## src/rtl/tlb_maint_unit_pkg.sv

```systemverilog
// Shared TLB maintenance types: op codes, entry layout and CSR field positions.
// Imported by the interface, the match helper and the maintenance unit top.
package tlb_maint_unit_pkg;

    localparam int TLBNUM     = 16;
    localparam int TLBNUMSIZE = $clog2(TLBNUM);

    typedef enum logic [2:0] {
        TLB_NOP  = 3'd0,
        TLB_SRCH = 3'd1,
        TLB_RD   = 3'd2,
        TLB_WR   = 3'd3,
        TLB_FILL = 3'd4,
        TLB_INV  = 3'd5
    } tlb_op_e;

    typedef enum logic [4:0] {
        INV_ALL0     = 5'd0,
        INV_ALL1     = 5'd1,
        INV_GLOBAL   = 5'd2,
        INV_LOCAL    = 5'd3,
        INV_ASID     = 5'd4,
        INV_ASID_VA  = 5'd5,
        INV_GASID_VA = 5'd6
    } flush_op_e;

    localparam logic [5:0] PS_4K      = 6'd12;
    localparam logic [5:0] PS_2M      = 6'd21;
    localparam logic [5:0] ECODE_TLBR = 6'h3F;

    localparam int ELO_V      = 0;
    localparam int ELO_D      = 1;
    localparam int ELO_PLV_LO = 2;
    localparam int ELO_MAT_LO = 4;
    localparam int ELO_G      = 6;
    localparam int ELO_PPN_LO = 8;
    localparam int IDX_PS_LO  = 24;
    localparam int IDX_NE     = 31;

    typedef struct packed {
        logic [19:0] ppn;
        logic [1:0]  plv;
        logic [1:0]  mat;
        logic        d;
        logic        v;
    } phytran_item_t;

    typedef struct packed {
        logic          e;
        logic          g;
        logic [9:0]    asid;
        logic [5:0]    ps;
        logic [18:0]   vppn;
        phytran_item_t p0;
        phytran_item_t p1;
    } tlb_item_t;

    // Rebuilds the ELO CSR image; G comes from the entry, not the page half.
    function automatic logic [31:0] phy_to_elo(input phytran_item_t p, input logic g);
        return {4'b0, p.ppn, 1'b0, g, p.mat, p.plv, p.d, p.v};
    endfunction

endpackage

```

## src/rtl/tlb_maint_unit_if.sv

```systemverilog
// Request/CSR/response bundle between the WB stage (master) and the TLB unit (slave).
interface tlb_maint_unit_if;
    import tlb_maint_unit_pkg::*;

    logic                  req_valid;
    logic                  req_ready;
    tlb_op_e               req_op;
    logic [4:0]            inv_op;
    logic [9:0]            inv_asid;
    logic [31:0]           inv_va;
    logic [31:0]           csr_tlbidx;
    logic [31:0]           csr_tlbehi;
    logic [31:0]           csr_tlbelo0;
    logic [31:0]           csr_tlbelo1;
    logic [31:0]           csr_asid;
    logic [5:0]            csr_ecode;
    logic                  resp_valid;
    tlb_op_e               resp_op;
    logic                  resp_err;
    logic                  resp_ne;
    logic [TLBNUMSIZE-1:0] resp_index;
    logic [5:0]            resp_ps;
    logic [31:0]           resp_tlbehi;
    logic [31:0]           resp_tlbelo0;
    logic [31:0]           resp_tlbelo1;
    logic [9:0]            resp_asid;

    modport master (
        output req_valid, req_op, inv_op, inv_asid, inv_va,
               csr_tlbidx, csr_tlbehi, csr_tlbelo0, csr_tlbelo1, csr_asid, csr_ecode,
        input  req_ready, resp_valid, resp_op, resp_err, resp_ne, resp_index, resp_ps,
               resp_tlbehi, resp_tlbelo0, resp_tlbelo1, resp_asid
    );

    modport slave (
        input  req_valid, req_op, inv_op, inv_asid, inv_va,
               csr_tlbidx, csr_tlbehi, csr_tlbelo0, csr_tlbelo1, csr_asid, csr_ecode,
        output req_ready, resp_valid, resp_op, resp_err, resp_ne, resp_index, resp_ps,
               resp_tlbehi, resp_tlbelo0, resp_tlbelo1, resp_asid
    );

endinterface

```

## src/rtl/tlb_match.sv

```systemverilog
// Combinational compare of one TLB entry against an ASID/VPPN pair.
// ignore_va lets the INVTLB ASID-only sweep reuse the same comparator.
module tlb_match
    import tlb_maint_unit_pkg::*;
(
    input  tlb_item_t   entry,
    input  logic [9:0]  asid,
    input  logic [18:0] vppn,
    input  logic        ignore_va,
    output logic        hit
);
    logic asid_eq;
    logic vppn_eq;

    assign asid_eq = (entry.asid == asid);
    assign vppn_eq = ignore_va |
                     ((entry.ps == PS_2M) ? (entry.vppn[18:9] == vppn[18:9])
                                          : (entry.vppn == vppn));
    assign hit     = entry.e & (entry.g | asid_eq) & vppn_eq;
endmodule

```

## src/rtl/tlb_maint_unit.sv

```systemverilog
// TLB entry array plus TLBSRCH/RD/WR/FILL responder and the multi-cycle INVTLB sweep.
module tlb_maint_unit
    import tlb_maint_unit_pkg::*;
(
    input  logic aclk,
    input  logic areset,
    tlb_maint_unit_if.slave bus
);
    typedef enum logic [1:0] {ST_IDLE, ST_SWEEP, ST_DONE} state_e;

    state_e                state_reg;
    tlb_item_t             entry_reg [TLBNUM];
    logic [TLBNUMSIZE-1:0] fill_cnt_reg;
    logic [TLBNUMSIZE-1:0] sweep_idx_reg;
    logic [4:0]            inv_op_reg;
    logic [9:0]            inv_asid_reg;
    logic [18:0]           inv_vppn_reg;

    logic [9:0]            csr_asid;
    logic [18:0]           csr_vppn;
    logic [TLBNUMSIZE-1:0] rd_idx;
    logic                  accept;
    tlb_item_t             rd_entry;
    tlb_item_t             wr_entry;
    tlb_item_t             sweep_entry;
    logic [TLBNUM-1:0]     srch_hit;
    logic                  srch_any;
    logic [TLBNUMSIZE-1:0] srch_index;
    logic                  inv_hit;
    logic                  inv_clear;
    logic                  unused_bits;

    assign csr_asid    = bus.csr_asid[9:0];
    assign csr_vppn    = bus.csr_tlbehi[31:13];
    assign rd_idx      = bus.csr_tlbidx[TLBNUMSIZE-1:0];
    assign accept      = bus.req_valid & bus.req_ready & (bus.req_op != TLB_NOP);
    assign rd_entry    = entry_reg[rd_idx];
    assign sweep_entry = entry_reg[sweep_idx_reg];
    assign unused_bits = ^{bus.csr_asid[31:10], bus.csr_tlbehi[12:0], bus.csr_tlbidx[30],
                           bus.csr_tlbidx[23:TLBNUMSIZE], bus.inv_va[12:0],
                           bus.csr_tlbelo0[31:28], bus.csr_tlbelo0[7],
                           bus.csr_tlbelo1[31:28], bus.csr_tlbelo1[7]};

    generate
        for (genvar gi = 0; gi < TLBNUM; gi++) begin : g_srch
            tlb_match u_match (
                .entry    (entry_reg[gi]),
                .asid     (csr_asid),
                .vppn     (csr_vppn),
                .ignore_va(1'b0),
                .hit      (srch_hit[gi])
            );
        end
    endgenerate

    tlb_match u_inv_match (
        .entry    (sweep_entry),
        .asid     (inv_asid_reg),
        .vppn     (inv_vppn_reg),
        .ignore_va(inv_op_reg == INV_ASID),
        .hit      (inv_hit)
    );

    // Walk downwards so the lowest matching index is the one left standing.
    always_comb begin
        srch_any   = 1'b0;
        srch_index = '0;
        for (int i = TLBNUM - 1; i >= 0; i--) begin
            if (srch_hit[i]) begin
                srch_any   = 1'b1;
                srch_index = TLBNUMSIZE'(i);
            end
        end
    end

    always_comb begin
        wr_entry      = '0;
        wr_entry.e    = (bus.csr_ecode == ECODE_TLBR) | ~bus.csr_tlbidx[IDX_NE];
        wr_entry.g    = bus.csr_tlbelo0[ELO_G] & bus.csr_tlbelo1[ELO_G];
        wr_entry.asid = csr_asid;
        wr_entry.ps   = bus.csr_tlbidx[IDX_PS_LO +: 6];
        wr_entry.vppn = csr_vppn;
        wr_entry.p0   = '{ppn: bus.csr_tlbelo0[ELO_PPN_LO +: 20], plv: bus.csr_tlbelo0[ELO_PLV_LO +: 2],
                          mat: bus.csr_tlbelo0[ELO_MAT_LO +: 2], d: bus.csr_tlbelo0[ELO_D],
                          v: bus.csr_tlbelo0[ELO_V]};
        wr_entry.p1   = '{ppn: bus.csr_tlbelo1[ELO_PPN_LO +: 20], plv: bus.csr_tlbelo1[ELO_PLV_LO +: 2],
                          mat: bus.csr_tlbelo1[ELO_MAT_LO +: 2], d: bus.csr_tlbelo1[ELO_D],
                          v: bus.csr_tlbelo1[ELO_V]};
    end

    always_comb begin
        inv_clear = 1'b0;
        case (inv_op_reg)
            INV_ALL0, INV_ALL1:    inv_clear = 1'b1;
            INV_GLOBAL:            inv_clear = sweep_entry.g;
            INV_LOCAL:             inv_clear = ~sweep_entry.g;
            INV_ASID, INV_ASID_VA: inv_clear = ~sweep_entry.g & inv_hit;
            INV_GASID_VA:          inv_clear = inv_hit;
            default:               inv_clear = 1'b0;
        endcase
    end

    always_ff @(posedge aclk or posedge areset) begin
        if (areset) begin
            state_reg        <= ST_IDLE;
            fill_cnt_reg     <= '0;
            sweep_idx_reg    <= '0;
            inv_op_reg       <= '0;
            inv_asid_reg     <= '0;
            inv_vppn_reg     <= '0;
            bus.req_ready    <= 1'b1;
            bus.resp_valid   <= 1'b0;
            bus.resp_op      <= TLB_NOP;
            bus.resp_err     <= 1'b0;
            bus.resp_ne      <= 1'b0;
            bus.resp_index   <= '0;
            bus.resp_ps      <= '0;
            bus.resp_tlbehi  <= '0;
            bus.resp_tlbelo0 <= '0;
            bus.resp_tlbelo1 <= '0;
            bus.resp_asid    <= '0;
            for (int i = 0; i < TLBNUM; i++) begin
                entry_reg[i].e <= 1'b0;
            end
        end else begin
            fill_cnt_reg   <= (fill_cnt_reg == TLBNUMSIZE'(TLBNUM - 1)) ? '0 : fill_cnt_reg + 1'b1;
            bus.resp_valid <= 1'b0;
            case (state_reg)
                ST_IDLE: begin
                    if (accept) begin
                        case (bus.req_op)
                            TLB_SRCH: begin
                                bus.resp_valid <= 1'b1;
                                bus.resp_op    <= TLB_SRCH;
                                bus.resp_err   <= 1'b0;
                                bus.resp_ne    <= ~srch_any;
                                bus.resp_index <= srch_index;
                            end
                            TLB_RD: begin
                                bus.resp_valid   <= 1'b1;
                                bus.resp_op      <= TLB_RD;
                                bus.resp_err     <= 1'b0;
                                bus.resp_ne      <= ~rd_entry.e;
                                bus.resp_ps      <= rd_entry.e ? rd_entry.ps : 6'd0;
                                bus.resp_tlbehi  <= rd_entry.e ? {rd_entry.vppn, 13'b0} : 32'd0;
                                bus.resp_tlbelo0 <= rd_entry.e ? phy_to_elo(rd_entry.p0, rd_entry.g) : 32'd0;
                                bus.resp_tlbelo1 <= rd_entry.e ? phy_to_elo(rd_entry.p1, rd_entry.g) : 32'd0;
                                bus.resp_asid    <= rd_entry.e ? rd_entry.asid : 10'd0;
                            end
                            TLB_WR, TLB_FILL: begin
                                entry_reg[(bus.req_op == TLB_WR) ? rd_idx : fill_cnt_reg] <= wr_entry;
                                bus.resp_valid <= 1'b1;
                                bus.resp_op    <= bus.req_op;
                                bus.resp_err   <= 1'b0;
                                bus.resp_ne    <= 1'b0;
                            end
                            TLB_INV: begin
                                if (bus.inv_op > INV_GASID_VA) begin
                                    bus.resp_valid <= 1'b1;
                                    bus.resp_op    <= TLB_INV;
                                    bus.resp_err   <= 1'b1;
                                    bus.resp_ne    <= 1'b0;
                                end else begin
                                    state_reg     <= ST_SWEEP;
                                    bus.req_ready <= 1'b0;
                                    sweep_idx_reg <= '0;
                                    inv_op_reg    <= bus.inv_op;
                                    inv_asid_reg  <= bus.inv_asid;
                                    inv_vppn_reg  <= bus.inv_va[31:13];
                                end
                            end
                            default: ;
                        endcase
                    end
                end
                ST_SWEEP: begin
                    if (inv_clear) begin
                        entry_reg[sweep_idx_reg].e <= 1'b0;
                    end
                    if (sweep_idx_reg == TLBNUMSIZE'(TLBNUM - 1)) begin
                        state_reg <= ST_DONE;
                    end else begin
                        sweep_idx_reg <= sweep_idx_reg + 1'b1;
                    end
                end
                ST_DONE: begin
                    state_reg      <= ST_IDLE;
                    bus.req_ready  <= 1'b1;
                    bus.resp_valid <= 1'b1;
                    bus.resp_op    <= TLB_INV;
                    bus.resp_err   <= 1'b0;
                    bus.resp_ne    <= 1'b0;
                end
                default: state_reg <= ST_IDLE;
            endcase
        end
    end

endmodule

```

## src/flat_wrapper.sv

```systemverilog
// flat-port wrapper written by rule: the top's interface ports become plain ports
module tlb_maint_unit_flat import tlb_maint_unit_pkg::*;
  (aclk, areset, bus_req_valid, bus_req_op, bus_inv_op, bus_inv_asid, bus_inv_va, bus_csr_tlbidx, bus_csr_tlbehi, bus_csr_tlbelo0, bus_csr_tlbelo1, bus_csr_asid, bus_csr_ecode, bus_req_ready, bus_resp_valid, bus_resp_op, bus_resp_err, bus_resp_ne, bus_resp_index, bus_resp_ps, bus_resp_tlbehi, bus_resp_tlbelo0, bus_resp_tlbelo1, bus_resp_asid);
  tlb_maint_unit_if bus_i ();
  input  logic aclk;
  input  logic areset;
  input wire logic [$bits(bus_i.req_valid)-1:0] bus_req_valid;
  input wire logic [$bits(bus_i.req_op)-1:0] bus_req_op;
  input wire logic [$bits(bus_i.inv_op)-1:0] bus_inv_op;
  input wire logic [$bits(bus_i.inv_asid)-1:0] bus_inv_asid;
  input wire logic [$bits(bus_i.inv_va)-1:0] bus_inv_va;
  input wire logic [$bits(bus_i.csr_tlbidx)-1:0] bus_csr_tlbidx;
  input wire logic [$bits(bus_i.csr_tlbehi)-1:0] bus_csr_tlbehi;
  input wire logic [$bits(bus_i.csr_tlbelo0)-1:0] bus_csr_tlbelo0;
  input wire logic [$bits(bus_i.csr_tlbelo1)-1:0] bus_csr_tlbelo1;
  input wire logic [$bits(bus_i.csr_asid)-1:0] bus_csr_asid;
  input wire logic [$bits(bus_i.csr_ecode)-1:0] bus_csr_ecode;
  output wire logic [$bits(bus_i.req_ready)-1:0] bus_req_ready;
  output wire logic [$bits(bus_i.resp_valid)-1:0] bus_resp_valid;
  output wire logic [$bits(bus_i.resp_op)-1:0] bus_resp_op;
  output wire logic [$bits(bus_i.resp_err)-1:0] bus_resp_err;
  output wire logic [$bits(bus_i.resp_ne)-1:0] bus_resp_ne;
  output wire logic [$bits(bus_i.resp_index)-1:0] bus_resp_index;
  output wire logic [$bits(bus_i.resp_ps)-1:0] bus_resp_ps;
  output wire logic [$bits(bus_i.resp_tlbehi)-1:0] bus_resp_tlbehi;
  output wire logic [$bits(bus_i.resp_tlbelo0)-1:0] bus_resp_tlbelo0;
  output wire logic [$bits(bus_i.resp_tlbelo1)-1:0] bus_resp_tlbelo1;
  output wire logic [$bits(bus_i.resp_asid)-1:0] bus_resp_asid;
  assign bus_i.req_valid = bus_req_valid;
  assign bus_i.req_op = bus_req_op;
  assign bus_i.inv_op = bus_inv_op;
  assign bus_i.inv_asid = bus_inv_asid;
  assign bus_i.inv_va = bus_inv_va;
  assign bus_i.csr_tlbidx = bus_csr_tlbidx;
  assign bus_i.csr_tlbehi = bus_csr_tlbehi;
  assign bus_i.csr_tlbelo0 = bus_csr_tlbelo0;
  assign bus_i.csr_tlbelo1 = bus_csr_tlbelo1;
  assign bus_i.csr_asid = bus_csr_asid;
  assign bus_i.csr_ecode = bus_csr_ecode;
  assign bus_req_ready = bus_i.req_ready;
  assign bus_resp_valid = bus_i.resp_valid;
  assign bus_resp_op = bus_i.resp_op;
  assign bus_resp_err = bus_i.resp_err;
  assign bus_resp_ne = bus_i.resp_ne;
  assign bus_resp_index = bus_i.resp_index;
  assign bus_resp_ps = bus_i.resp_ps;
  assign bus_resp_tlbehi = bus_i.resp_tlbehi;
  assign bus_resp_tlbelo0 = bus_i.resp_tlbelo0;
  assign bus_resp_tlbelo1 = bus_i.resp_tlbelo1;
  assign bus_resp_asid = bus_i.resp_asid;
  tlb_maint_unit u_core (.aclk(aclk), .areset(areset), .bus(bus_i));
endmodule
```

## config.mk

```make
export PLATFORM = sky130hd
export DESIGN_NAME = tlb_maint_unit_flat
export DESIGN_NICKNAME = d
export VERILOG_FILES = /design/src/rtl/tlb_maint_unit_pkg.sv /design/src/rtl/tlb_maint_unit_if.sv /design/src/rtl/tlb_match.sv /design/src/rtl/tlb_maint_unit.sv /design/src/flat_wrapper.sv
export SDC_FILE = /design/constraint.sdc
export NUM_CORES = 2
export LEC_CHECK = 0
export CORE_ASPECT_RATIO = 0.5
export CORE_UTILIZATION = 50
export DETAILED_ROUTE_END_ITERATION = 16
export PLACE_DENSITY = 0.68
export SKIP_CTS_REPAIR_TIMING = 1
export SLEW_MARGIN = 15
export SYNTH_ARGS = -nofsm -noshare
export SYNTH_HDL_FRONTEND = slang
export SYNTH_SLANG_ARGS = --single-unit
```

## constraint.sdc

```tcl
create_clock -name aclk -period 11.8 [get_ports aclk]
set_clock_uncertainty 0.15 [all_clocks]
set_input_delay 1.77 -clock aclk [delete_from_list [all_inputs] [get_ports aclk]]
set_output_delay 1.77 -clock aclk [all_outputs]
set_load 0.005 [all_outputs]
```

==> flow_summary.toml <==
[grt]
grt_first_pass_wirelength_microns = 363000
overflow = 0
antenna_found_initial = 10
grt_pass1_vias = 51300
grt_max_degree = 278
grt_usage = 0.304

[cts]
root_buffer = "clkbuf_16"
ctsLongestPathBuffers = 3
clkTransAtPathRegs_ps = 60
cts_tree = "built"
htree_num_levels = 4
clock-sinks = 1567
clock_latency_ps = 790
cts_buffers = 146

[place]
placed_area_sq_um = 84600
gp_congestion = 0.957
numPlacedInstances = 7546
portBuffers = 239
dpl.hpwl_microns = 143000

[synth]
synth_edf_count = 1408
yosysMostFrequentCell = "edfxtp_1"
synth.avg_cell_area_sq_um = 14.2
async_flop_share = 0.101
synth_warnings = 0
synth_cell_types = 70
syn_area_sq_um = 81000
yosys.area.top_type = "edfxtp_1"
synthFlopType = "edfxtp_1"
synth_seq_area_share = 0.571
synthTopCellsByArea = "edfxtp_1, mux4_2, and3_1"
synth_cells = 5711
synth_common_cells = "edfxtp_1, and3_1, mux4_2"
ys_ff_latch = 1567
yosys.area.top_type_share = 0.522

[flow_run]
maxCapViolCount = 0

[critical_path]
path_cells = "clkdlybuf4s50_1, inv_1, and3_1, nand3_1, o21ai_4, buf_4, buf_12, nand2_1, nor2_4, buf_4"
endpoint_kind = "register"
cp.arrival_ps = 7100
worstSetupPathType = "in -> reg"
max_stage_delay_ps = 960
r2r_end = "u_core.entry_reg[978]"
worstPathMaxFanout = 250
slowest_stage = "nor2_4"
start_kind = "primary input"
r2r-start = "u_core.sweep_idx_reg[0]"
crit_top_cell = "buf_4"
reg2reg_slack_ps = 6030
r2r_cells = 11
required_ps = 12050

[pwr]
power_switching_mw = 4.01
ir_worst_vdd_mv = 0.111
p_seq_frac = 0.461
p_leak_nw = 34.0
power.total_mw = 14.1
p_clk_frac = 0.348
switching_share = 0.284
pwr-share-comb = 0.192
p_per_area_nw_per_um2 = 158
p_int_mw = 10.1

[cells_and_area]
largest_reg_flops = 1424
n_fill_cell = 12400
syn2layout_area_growth_pct = 10.4
drive_above_1_share = 0.174
fin_area_sq_um = 89400
final_util = 0.561
nets = 5768
layoutNonFillerInstCount = 7821

[route]
drt-vias-per-instance = 6.74
vias = 52700
wl_microns = 250000
first_iter_violations = 7983
drc = 0
wire_per_inst_microns = 32.0
ant_nets = 0
firstDrtPassIters = 6

[timing]
period_share = 0.581
finalSetupViolCount = 0
finalSetupTns_ps = 0
rsz0062_at_grt = "no"
fin_crit_ps = 6860
hold_viol = 0
slew_viol_final = 0
worst_pin_slew_ps = 1350
relSlewSlack = 0.0897
max_freq_mhz = 146

[die]
core_area_sq_um = 159000
die_h_microns = 287
design.die.area_sq_um = 164000
rows = 103
die_width_microns = 571
initial_utilization = 0.508
io_pins = 342

[min_path]
min-delay-start = "u_core.bus.resp_tlbelo0[8]"
holdPathEnd = "u_core.bus.resp_tlbelo0[8]"
min_path_type = "reg -> reg"
holdPathStages = 2

[outcome]
status = "complete, no violations"
[through the flow]
stage,worst slack (ps),hold WS [ps]
3_5_place_dp,4150,319
5_1_grt,4720,353
3_3_place_gp,4300,310
4_1_cts,4970,334
2_1_floorplan,1330,313
6_report,4940,327
[area by class of cell]
cell class                 instances  area [sq um]  share of cell area
clock buffer                     201          4010              0.0449
antenna                            3          7.51           0.0000840
sequential                      1567         46300               0.517
multi-input combinational       3456         32100               0.359
timing repair buffer             358          3460              0.0387
tap                             2152          2690              0.0301
inverter                          13          63.8            0.000714
clock inverter                    71           840             0.00939
[worst max-delay path by stage]
stage / cells after the start / endpoint / from / slack (ps)
finish: 10 / u_core.entry_reg[338] / bus_req_op[2] / 4940
detailed placement: 10 / u_core.entry_reg[344] / bus_req_op[2] / 4150
CTS: 10 / u_core.entry_reg[344] / bus_req_op[2] / 4970
floorplan: 4 / u_core.entry_reg[0] / areset / 1330
global placement: 10 / u_core.entry_reg[338] / bus_req_op[2] / 4300
global route: 10 / u_core.entry_reg[338] / bus_req_op[2] / 4720
[layout by cell type, fill, tap and decap left out, types with 21 or more instances in the layout]
cell             count
clkdlybuf4s50_1    236
o21ai_0            149
clkbuf_16          149
mux4_2             571
xnor2_1            307
nand4_1             69
and3_1            1397
clkinv_2            21
nand2_1            146
buf_4              106
nor4_1              54
nand3_1             31
dfrtp_1            154
edfxtp_1          1408
xor2_1             192
mux2i_1             61
nor2_1              84
nand2b_1            95
conb_1              23
nor3_1              52
clkbuf_1            43
mux2_2              31
[metal layers]
| metal | track usage | wire (microns) | up-vias |
|---|---|---|---|
| met5 | 0 | 47 | - |
| met4 | 0.109 | 9460 | 8 |
| met3 | 0.0651 | 28000 | 519 |
| met2 | 0.463 | 114000 | 3366 |
| met1 | 0.435 | 98300 | 27200 |
| li1 | - | - | 21700 |
[logic make-up (layout without fill, tap and decap cells)]
logic type,Yosys count,after routing,synth area share
adders and majority gates,7,7,0.00108
AOI/OAI and AO/OA,265,265,0.0201
DFF,1567,1567,0.571
and+or+nand+nor,1999,1999,0.146
muxes,663,663,0.171
other,1,26,0.0000463
xor gates and xnor gates,499,499,0.0540
buffers and inverters,710,643,0.0364
[worst max-delay path, delay by kind of cell]
kind | cells | cell delay, ps
buf+inv | 5 | 2950
compound gates | 1 | 130
simple gates | 4 | 2140
[power by group through the flow]
stage                     combinational (mW)  clock (mW)  sequential, mW
after floorplan                         1.83           0            6.44
after global placement                  2.64           0            6.60
after detailed placement                2.67           0            6.61
after CTS                               2.68        4.94            6.49
after global routing                    2.84        5.15            6.52
final                                   2.71        4.90            6.50
(Power assumes the default switching activity.)
